### config.mk
export PLATFORM = sky130hd
export DESIGN_NAME = ram_arbiter
export DESIGN_NICKNAME = d
export VERILOG_FILES = /design/src/rtl/mem_pkg.sv /design/src/rtl/rr_pick.sv /design/src/rtl/ram_arbiter.sv
export SDC_FILE = /design/constraint.sdc
export NUM_CORES = 1
export LEC_CHECK = 0
export CAP_MARGIN = 10
export CORE_ASPECT_RATIO = 0.5
export CORE_MARGIN = 3
export CORE_UTILIZATION = 31
export DETAILED_ROUTE_END_ITERATION = 10
export PLACE_DENSITY_LB_ADDON = 0.3
export SETUP_SLACK_MARGIN = 0.02
export SLEW_MARGIN = 0
export SYNTH_ARGS = -nofsm -noshare
export SYNTH_HDL_FRONTEND = slang
export SYNTH_SLANG_ARGS = --single-unit
### constraint.sdc
create_clock -name clk -period 6.28 [get_ports clk]
set_input_delay 1.884 -clock clk [delete_from_list [all_inputs] [get_ports clk]]
set_output_delay 1.884 -clock clk [all_outputs]
set_load 0.01 [all_outputs]
### src/rtl/mem_pkg.sv
// Shared types and constants for the data-memory access path.
// Latency: none (declarations only).
// Backpressure: none (declarations only).
package mem_pkg;

    localparam int DATA_W     = 32;
    localparam int WORD_SHIFT = 2;

    typedef enum logic [1:0] {
        IDLE = 2'd0,
        OWN0 = 2'd1,
        OWN1 = 2'd2
    } owner_t;

endpackage

### src/rtl/rr_pick.sv
// Two-way round-robin picker with bounded burst hold; one-hot grant out.
// Latency: purely combinational.
// Backpressure: a non-granted requester simply waits; the holder yields after BURST_MAX grants.
module rr_pick
    import mem_pkg::*;
#(
    parameter int BURST_MAX = 4
) (
    input  logic [1:0] req,
    input  owner_t     state,
    input  logic [7:0] burst_cnt,
    input  logic       last_owner,
    output logic [1:0] gnt
);

    localparam logic [7:0] BURST_LIM = 8'(BURST_MAX);

    logic hold0;
    logic hold1;

    // The owner keeps the RAM while the other port is quiet or its burst budget remains.
    assign hold0 = req[0] && (!req[1] || (burst_cnt < BURST_LIM));
    assign hold1 = req[1] && (!req[0] || (burst_cnt < BURST_LIM));

    always_comb begin
        gnt = 2'b00;
        case (state)
            OWN0: begin
                if (hold0)       gnt = 2'b01;
                else if (req[1]) gnt = 2'b10;
            end
            OWN1: begin
                if (hold1)       gnt = 2'b10;
                else if (req[0]) gnt = 2'b01;
            end
            default: begin
                if (req == 2'b11) gnt = last_owner ? 2'b01 : 2'b10;
                else              gnt = req;
            end
        endcase
    end

endmodule

### src/rtl/ram_arbiter.sv
// Shares the single-port data RAM between the core (port 0) and loader/debug DMA (port 1).
// Latency: grant is same-cycle; read data returns with rvalid one cycle after the grant.
// Backpressure: requesters hold req stable until gnt; bounded burst hold prevents starvation.
module ram_arbiter
    import mem_pkg::*;
#(
    parameter int ADDR_W    = 12,
    parameter int BURST_MAX = 4
) (
    input  logic              clk,
    input  logic              rst,

    input  logic              req0,
    input  logic              we0,
    input  logic [31:0]       addr0,
    input  logic [31:0]       wdata0,
    output logic              gnt0,
    output logic              rvalid0,

    input  logic              req1,
    input  logic              we1,
    input  logic [31:0]       addr1,
    input  logic [31:0]       wdata1,
    output logic              gnt1,
    output logic              rvalid1,

    output logic [31:0]       rdata,

    output logic              ram_en,
    output logic              ram_we,
    output logic [ADDR_W-1:0] ram_addr,
    output logic [31:0]       ram_di,
    input  logic [31:0]       ram_dout
);

    owner_t      state;
    owner_t      state_nx;
    logic        last_owner;
    logic        last_owner_nx;
    logic [7:0]  burst_cnt;
    logic [7:0]  burst_nx;
    logic [7:0]  burst_inc;
    logic [1:0]  pick_gnt;
    logic [1:0]  gnt;

    rr_pick #(
        .BURST_MAX (BURST_MAX)
    ) u_pick (
        .req        ({req1, req0}),
        .state      (state),
        .burst_cnt  (burst_cnt),
        .last_owner (last_owner),
        .gnt        (pick_gnt)
    );

    assign gnt  = rst ? 2'b00 : pick_gnt;
    assign gnt0 = gnt[0];
    assign gnt1 = gnt[1];

    assign burst_inc = (burst_cnt == 8'hFF) ? 8'hFF : burst_cnt + 8'd1;

    always_ff @(posedge clk) begin
        if (rst) begin
            state      <= IDLE;
            last_owner <= 1'b1;
            burst_cnt  <= 8'd0;
        end else begin
            state      <= state_nx;
            last_owner <= last_owner_nx;
            burst_cnt  <= burst_nx;
        end
    end

    always_comb begin
        state_nx      = IDLE;
        last_owner_nx = last_owner;
        burst_nx      = 8'd0;
        if (gnt[0]) begin
            state_nx      = OWN0;
            last_owner_nx = 1'b0;
            burst_nx      = (state == OWN0) ? burst_inc : 8'd1;
        end else if (gnt[1]) begin
            state_nx      = OWN1;
            last_owner_nx = 1'b1;
            burst_nx      = (state == OWN1) ? burst_inc : 8'd1;
        end
    end

    // Byte address to word address; sub-word and out-of-range bits are dropped silently.
    always_comb begin
        ram_we   = 1'b0;
        ram_addr = '0;
        ram_di   = '0;
        if (gnt[0]) begin
            ram_we   = we0;
            ram_addr = addr0[WORD_SHIFT +: ADDR_W];
            ram_di   = wdata0;
        end else if (gnt[1]) begin
            ram_we   = we1;
            ram_addr = addr1[WORD_SHIFT +: ADDR_W];
            ram_di   = wdata1;
        end
    end

    assign ram_en = gnt[0] | gnt[1];

    always_ff @(posedge clk) begin
        if (rst) begin
            rvalid0 <= 1'b0;
            rvalid1 <= 1'b0;
        end else begin
            rvalid0 <= gnt[0] & ~we0;
            rvalid1 <= gnt[1] & ~we1;
        end
    end

    assign rdata = ram_dout;

    logic unused_addr_bits;
    assign unused_addr_bits = ^{addr0[31:ADDR_W+WORD_SHIFT], addr0[WORD_SHIFT-1:0],
                                addr1[31:ADDR_W+WORD_SHIFT], addr1[WORD_SHIFT-1:0]};

endmodule
==> results of run 1 <==
tightest hold or removal path, stage by stage, from the launching register on:
cell,delay (ps)
dfxtp_1,350
nor2_1,110
nor3_1,50
cell families (layout without fill, tap and decap cells):
group                    after synthesis  in the layout  synth area share [%]
AND/OR/NAND/NOR                       88             88                  23.3
XOR/XNOR                               2              2                 0.794
flip-flops                            13             13                  11.8
adder cells (fa/ha/maj)                3              3                  1.70
AO/OA/AOI/OAI                         61             61                  36.3
buffers and inverters                104            207                  25.2
multiplexers                           2              2                 0.907
layout make-up:
type	count	area share, %
multi-input combinational	156	38.8
inverter	50	5.20
sequential	13	7.21
clock buffer	4	2.18
timing repair buffer	153	43.4
tap	92	3.19
path summary, 6_finish.rpt:
check / start / to / slack [ps] / cells past startpoint
hold / removal: burst_cnt[2] / burst_cnt[2] / 550 / 2
hold reg to reg: burst_cnt[2] / burst_cnt[2] / 550 / 2
setup reg to reg: state[0] / burst_cnt[0] / 4060 / 8
setup / recovery: req1 / ram_di[0] / 160 / 7
power by group:
group | total, W | internal [W] | switching (W)
Sequential | 0.0000899 | 0.0000874 | 0.00000249
Clock | 0.000121 | 0.0000857 | 0.0000356
Combinational | 0.000343 | 0.000196 | 0.000147
Total | 0.000554 | 0.000369 | 0.000185
flip-flops by register name, indices dropped and copies added (netlist names):
signal      flops
rvalid1         1
rvalid0         1
burst_cnt       8
state           2
last_owner      1
metrics by stage:
step	utilization [%]	hold slack [ps]
floorplan	-	513
global placement	52.0	540
detailed placement	52.0	540
CTS	53.3	548
global route	53.3	585
finish	53.3	554
cell usage after synthesis (4+ instances only):
library cell	count	area share (%)
buf_6	5	2.6
buf_4	32	11
nand2_1	5	0.85
a21oi_1	5	1.1
buf_2	6	1.4
nor3_1	4	0.91
clkbuf_1	11	1.9
nor2_1	14	2.4
nand2b_1	48	14
dfxtp_1	13	12
o32ai_1	6	2.4
o32ai_2	40	29
inv_1	50	8.5
nand3_1	5	1.1
layer usage:
| layer | share of wire, % | global-route usage [%] |
|---|---|---|
| met5 | 0 | 0 |
| met1 | 37 | 17.3 |
| met2 | 56 | 32.0 |
| met3 | 3.6 | 2.35 |
| met4 | 2.6 | 6.49 |
==> results.toml, run 1 <==
[critical_path]
crit_path_end_kind = "primary output"
crit_family = "buffers and inverters"
worstSetupStartpointType = "primary input"
cp_max_fo = 20
path_buf_inv = 3
cpMostUsedCell = "clkdlybuf4s50_1"
critPathKind = "primary input to primary output"
critPathRequiredTime_ps = 4400
arrival_ps = 4240
cpPeakStageDelay_ps = 610
cp_cell_sequence = "clkdlybuf4s50_1 -> nand2b_1 -> a211oi_1 -> or4_4 -> buf_12 -> o32ai_1 -> clkdlybuf4s50_1"
critPathSlowestCell = "or4_4"

[grt]
grt_overflow = 0
grt_max_degree = 100
grt_use_total_pct = 16.1
antenna_found_initial = 0
grt_pass1_vias = 2233
grt_pass1_wl_mm = 11.1

[cells_and_area]
n_antenna_cell = 0
ff_latch_area_um2 = 260
nets = 546
fill_cells = 627
mostFrequentLayoutCells = "clkdlybuf4s50_1 (142), inv_1 (50), nand2b_1 (47)"
drive_above_1_share_pct = 16.0
final_cell_area_um2 = 3610
final_common_cell = "clkdlybuf4s50_1"
multi_input_area_um2 = 1400
area_delta_synth_final_pct = 63.6
final_cells = 468

[sta]
tns_ps = 0
setup_ws_ps = 157
slew_headroom_pct = 32.1
rsz0062_at_grt = "no"
tightest_slew_ps = 1020
fmax_ghz = 0.163
finalSetupViolCount = 0
min_period_ps = 6120
timing.final.crit_share_pct = 97.5
hold_violations = 0
fin_skew_ps = 3.39
slew_violations = 0

[cts]
clock_latency_ps = 240
cts_resized = 2
clock-sinks = 13
post_cts_buffers = 0
numCtsBuffers = 3
root_buffer = "clkbuf_16"
cts_tree = "yes"
cts.reportedPaths.clkPinSlew_ps = 50
postCtsHoldBufs = 0
cts.path.max_buffers = 2
cts_max_level = 1

[floorplanning]
ios = 248
core-area_um2 = 6780
die_h_um = 65.7
initial_core_util_pct = 32.6
die_w_um = 125
placementRows = 21
die-area_um2 = 8230

[place]
place.detailed.hpwl_mm = 5.58
dpl_cell_area_um2 = 3520
dpl.cell_count = 464
pre_cts_ws_ps = -44.7
portBuffers = 143
place.gp.congestion = 0.890

[routing]
drt-initial-drc-count = 79
vias_per_cell = 4.77
drc = 0
wl_mm = 7.08
drt_pass1_iterations = 4
vias = 2231
post_drt_wl_per_cell_um = 15.1
ant_nets = 0

[worst_hold_path]
hold_class = "register to register"

[yosys]
ys_seq_elements = 13
synthArstFlopShare_pct = 0
synth_area_um2 = 2210
ys_types = 35
synth-edff-count = 0
syn_area_per_cell_um2 = 8.08
synthFlopType = "dfxtp_1"
ys_seq_area_share_pct = 11.8
netlist_instances = 273
synth_warnings = 0
synth_nets = 442

[power]
powerDensity_nw_per_um2 = 154
finalPower_w = 0.000554
irDropWorstVdd_v = 0.0000817
p_leak_nw = 1.38

[flow_run]
drv_cap = 0

[status]
status = "finished clean"
Power figures use the tool's default switching activity.
==> inputs of run 2 (changes only) <==
Settings changed: SKIP_CTS_REPAIR_TIMING from default to 1, TNS_END_PERCENT from default to 100.
==> results.toml, run 2 (synthesis gave the netlist of run 1 again) <==
[critical_path]
path_buf_inv = 3
arrival_ps = 4220
cp_num_cells = 7
critPathKind = "primary input to primary output"
cpPeakStageDelay_ps = 600
reg2reg_depth = 8
cpMostUsedCell = "clkdlybuf4s50_1"
cp_cell_sequence = "clkdlybuf4s50_1 -> nand2b_1 -> a211oi_1 -> or4_4 -> buf_12 -> o32ai_1 -> clkdlybuf4s50_1"
critPathRequiredTime_ps = 4400
worstSetupStartpointType = "primary input"
crit_path_end_kind = "primary output"
cp_max_fo = 20
crit_family = "buffers and inverters"
critPathSlowestCell = "or4_4"

[cells_and_area]
top_register = "burst_cnt"
mostFrequentLayoutCells = "clkdlybuf4s50_1 (142), inv_1 (50), nand2b_1 (47)"
largest_reg_flops = 8
n_antenna_cell = 0
area_delta_synth_final_pct = 63.4
drive_above_1_share_pct = 16.0
multi_input_area_um2 = 1400
final_cells = 468
ff_latch_area_um2 = 260
final_common_cell = "clkdlybuf4s50_1"
top_regs = "burst_cnt: 8 flops, state: 2 flops"
nets = 546
final_core_util_pct = 53.2
fill_cells = 629

[grt]
grt_max_degree = 100
grt_overflow = 0
grt_use_total_pct = 16.0
grt_pass1_wl_mm = 11.1
grt_pass1_vias = 2236
antenna_found_initial = 0

[power]
irDropWorstVdd_v = 0.0000818
p_leak_nw = 1.37
powerDensity_nw_per_um2 = 153

[sta]
rsz0062_at_grt = "no"
tightest_slew_ps = 1020
finalSetupViolCount = 0
slew_violations = 0
min_period_ps = 6110
slew_headroom_pct = 31.7
hold_violations = 0
fin_skew_ps = 3.28
holdWs_ps = 554
timing.final.crit_share_pct = 97.3
fmax_ghz = 0.164

[cts]
cts.path.max_buffers = 2
cts_tree = "yes"
cts.reportedPaths.clkPinSlew_ps = 50
clock_latency_ps = 240
numCtsBuffers = 3
cts_max_level = 1
root_buffer = "clkbuf_16"
clock-sinks = 13

[floorplanning]
die-area_um2 = 8230
die_w_um = 125
initial_core_util_pct = 32.6
ios = 248
core-area_um2 = 6780
die_h_um = 65.7
placementRows = 21

[routing]
vias = 2239
post_drt_wl_per_cell_um = 15.1
drt_pass1_iterations = 4
vias_per_cell = 4.78
drc = 0
ant_nets = 0
drt-initial-drc-count = 87
wl_mm = 7.09

[place]
dpl.cell_count = 464
portBuffers = 143
place.gp.congestion = 0.890
place.detailed.hpwl_mm = 5.58

[status]
status = "finished clean"

[flow_run]
drv_cap = 0

[worst_hold_path]
hold_class = "register to register"
hold_depth = 2
## run 2: cell types whose count changed in the layout (fill, tap and decap cells not counted)
cell / delta
nand2b_2: +1
nand2b_4: -1
## run 2: cell type report
type                            instances  share of cell area [%]
Timing Repair Buffer                  153                    43.4
Inverter                               50                    5.20
Tap cell                               92                    3.19
Multi-Input combinational cell        156                    38.8
Clock buffer                            4                    2.19
Sequential cell                        13                    7.22
## run 2: stage by stage
step           power [W]  worst slack, ps  cell area (um^2)  TNS, ps
6_report        0.000553              172              3610        0
5_1_grt         0.000583             67.0              3610        0
4_1_cts         0.000557            -50.4              3600    -1310
3_5_place_dp    0.000434            -44.7              3520     -964
3_3_place_gp    0.000427            -8.58              3520    -21.8
2_1_floorplan   0.000286             1130              2210        0
## run 2: power by group
group | switching [W] | internal, W
registers | 0.00000250 | 0.0000874
logic | 0.000147 | 0.000195
clock network | 0.0000357 | 0.0000857
total | 0.000185 | 0.000368
## run 2: worst paths after layout
check | startpoint | to | slack, ps
worst max-delay path | req1 | ram_di[0] | 170
worst max register to register | state[0] | burst_cnt[0] | 4070
worst min-delay path | burst_cnt[2] | burst_cnt[2] | 550
worst min register to register | burst_cnt[2] | burst_cnt[2] | 550
## run 2: metal layers
metal	wire [um]	vias to the layer above	global-route usage, %
li1	-	1121	-
met1	2650	1039	17.3
met2	3980	51	32.0
met3	268	28	2.35
met4	187	0	6.49
met5	0	-	0
## run 2: tightest hold or removal path: stages (launching register included)
cell and delay [ps]:
dfxtp_1 350, nor2_1 110, nor3_1 50
==> inputs of run 3 (changes only) <==
Settings changed: PLACE_DENSITY_LB_ADDON 0.3 to 0.15.
==> results.toml, run 3 (synthesis gave the netlist of run 1 again) <==
[routing]
vias = 2266
post_drt_wl_per_cell_um = 14.6
vias_per_cell = 4.82
drt_pass1_iterations = 4
drt-initial-drc-count = 118
drc = 0
wl_mm = 6.88
ant_nets = 0

[cells_and_area]
largest_reg_flops = 8
fill_cells = 628
drive_above_1_share_pct = 16.4
final_core_util_pct = 53.3
ff_latch_area_um2 = 260
final_common_cell = "clkdlybuf4s50_1"
top_regs = "burst_cnt: 8 flops, state: 2 flops"
mostFrequentLayoutCells = "clkdlybuf4s50_1 (138), inv_1 (50), nand2b_1 (47)"
top_register = "burst_cnt"
area_delta_synth_final_pct = 63.8
multi_input_area_um2 = 1400
nets = 548
n_antenna_cell = 0
final_cell_area_um2 = 3610

[cts]
cts_max_level = 1
clock_latency_ps = 240
root_buffer = "clkbuf_16"
clock-sinks = 13
cts.path.max_buffers = 2
numCtsBuffers = 3
cts_tree = "yes"
cts.reportedPaths.clkPinSlew_ps = 40

[status]
status = "finished clean"

[grt]
grt_pass1_vias = 2301
antenna_found_initial = 0
grt_pass1_wl_mm = 10.9
grt_use_total_pct = 15.7
grt_overflow = 0
grt_max_degree = 100

[floorplanning]
ios = 248
die_h_um = 65.7
die-area_um2 = 8230
initial_core_util_pct = 32.6
die_w_um = 125
core-area_um2 = 6780
placementRows = 21

[sta]
finalSetupViolCount = 0
fin_skew_ps = 1.58
rsz0062_at_grt = "no"
min_period_ps = 6120
slew_headroom_pct = 31.5
slew_violations = 0
fmax_ghz = 0.163
tightest_slew_ps = 1030
timing.final.crit_share_pct = 97.4
hold_violations = 0

[place]
place.detailed.hpwl_mm = 5.47
dpl_cell_area_um2 = 3510
portBuffers = 143
place.gp.congestion = 0.806

[critical_path]
critPathRequiredTime_ps = 4400
critPathKind = "primary input to primary output"
cp_max_fo = 15
worstSetupStartpointType = "primary input"
crit_path_end_kind = "primary output"
arrival_ps = 4230

[power]
irDropWorstVdd_v = 0.0000757
p_leak_nw = 1.44
powerDensity_nw_per_um2 = 152

[flow_run]
drv_cap = 0

[worst_hold_path]
hold_class = "register to register"
[run 3: power breakdown]
group | total, W | internal, W | switching (W)
Clock | 0.000121 | 0.0000856 | 0.0000351
Sequential | 0.0000900 | 0.0000875 | 0.00000255
Combinational | 0.000339 | 0.000193 | 0.000146
Total | 0.000549 | 0.000366 | 0.000184
[run 3: worst max-delay path: stages]
cell	delay [ps]
clkdlybuf4s50_1	450
nand2b_1	150
a211oi_1	80
or4_4	600
buf_4	240
o32ai_1	240
clkdlybuf4s50_1	590
[run 3: layout make-up]
type | count | share of cell area [%]
multi-input combinational | 156 | 38.8
tap | 92 | 3.18
inverter | 50 | 5.19
timing repair buffer | 155 | 43.4
sequential | 13 | 7.20
clock buffer | 4 | 2.18
[run 3: path summary, 6_finish.rpt]
| check | from | endpoint | slack, ps | depth (start not counted) |
|---|---|---|---|---|
| setup / recovery | req1 | ram_di[1] | 160 | 7 |
| hold / removal | burst_cnt[2] | burst_cnt[2] | 560 | 2 |
| setup reg to reg | state[0] | burst_cnt[0] | 3920 | 9 |
| hold reg to reg | burst_cnt[2] | burst_cnt[2] | 560 | 2 |
[run 3: per-stage QoR]
stage | std cells | setup WS (ps) | setup TNS [ps] | hold slack [ps] | power (W)
2_1_floorplan | 273 | 1130 | 0 | 513 | 0.000286
3_3_place_gp | 466 | -23.9 | -31.7 | 545 | 0.000425
3_5_place_dp | 466 | -71.5 | -714 | 555 | 0.000430
4_1_cts | 470 | -84.5 | -1080 | 564 | 0.000553
5_1_grt | 470 | 86.7 | 0 | 626 | 0.000580
6_report | 470 | 162 | 0 | 562 | 0.000549
[run 3: routing by layer]
layer  track usage (%)  wire length [um]  vias to the layer above
li1                  -                 -                     1111
met3              1.95               298                       29
met1              16.7              2540                     1054
met4              6.76               185                        0
met5                 0                 0                        -
met2              31.7              3860                       72
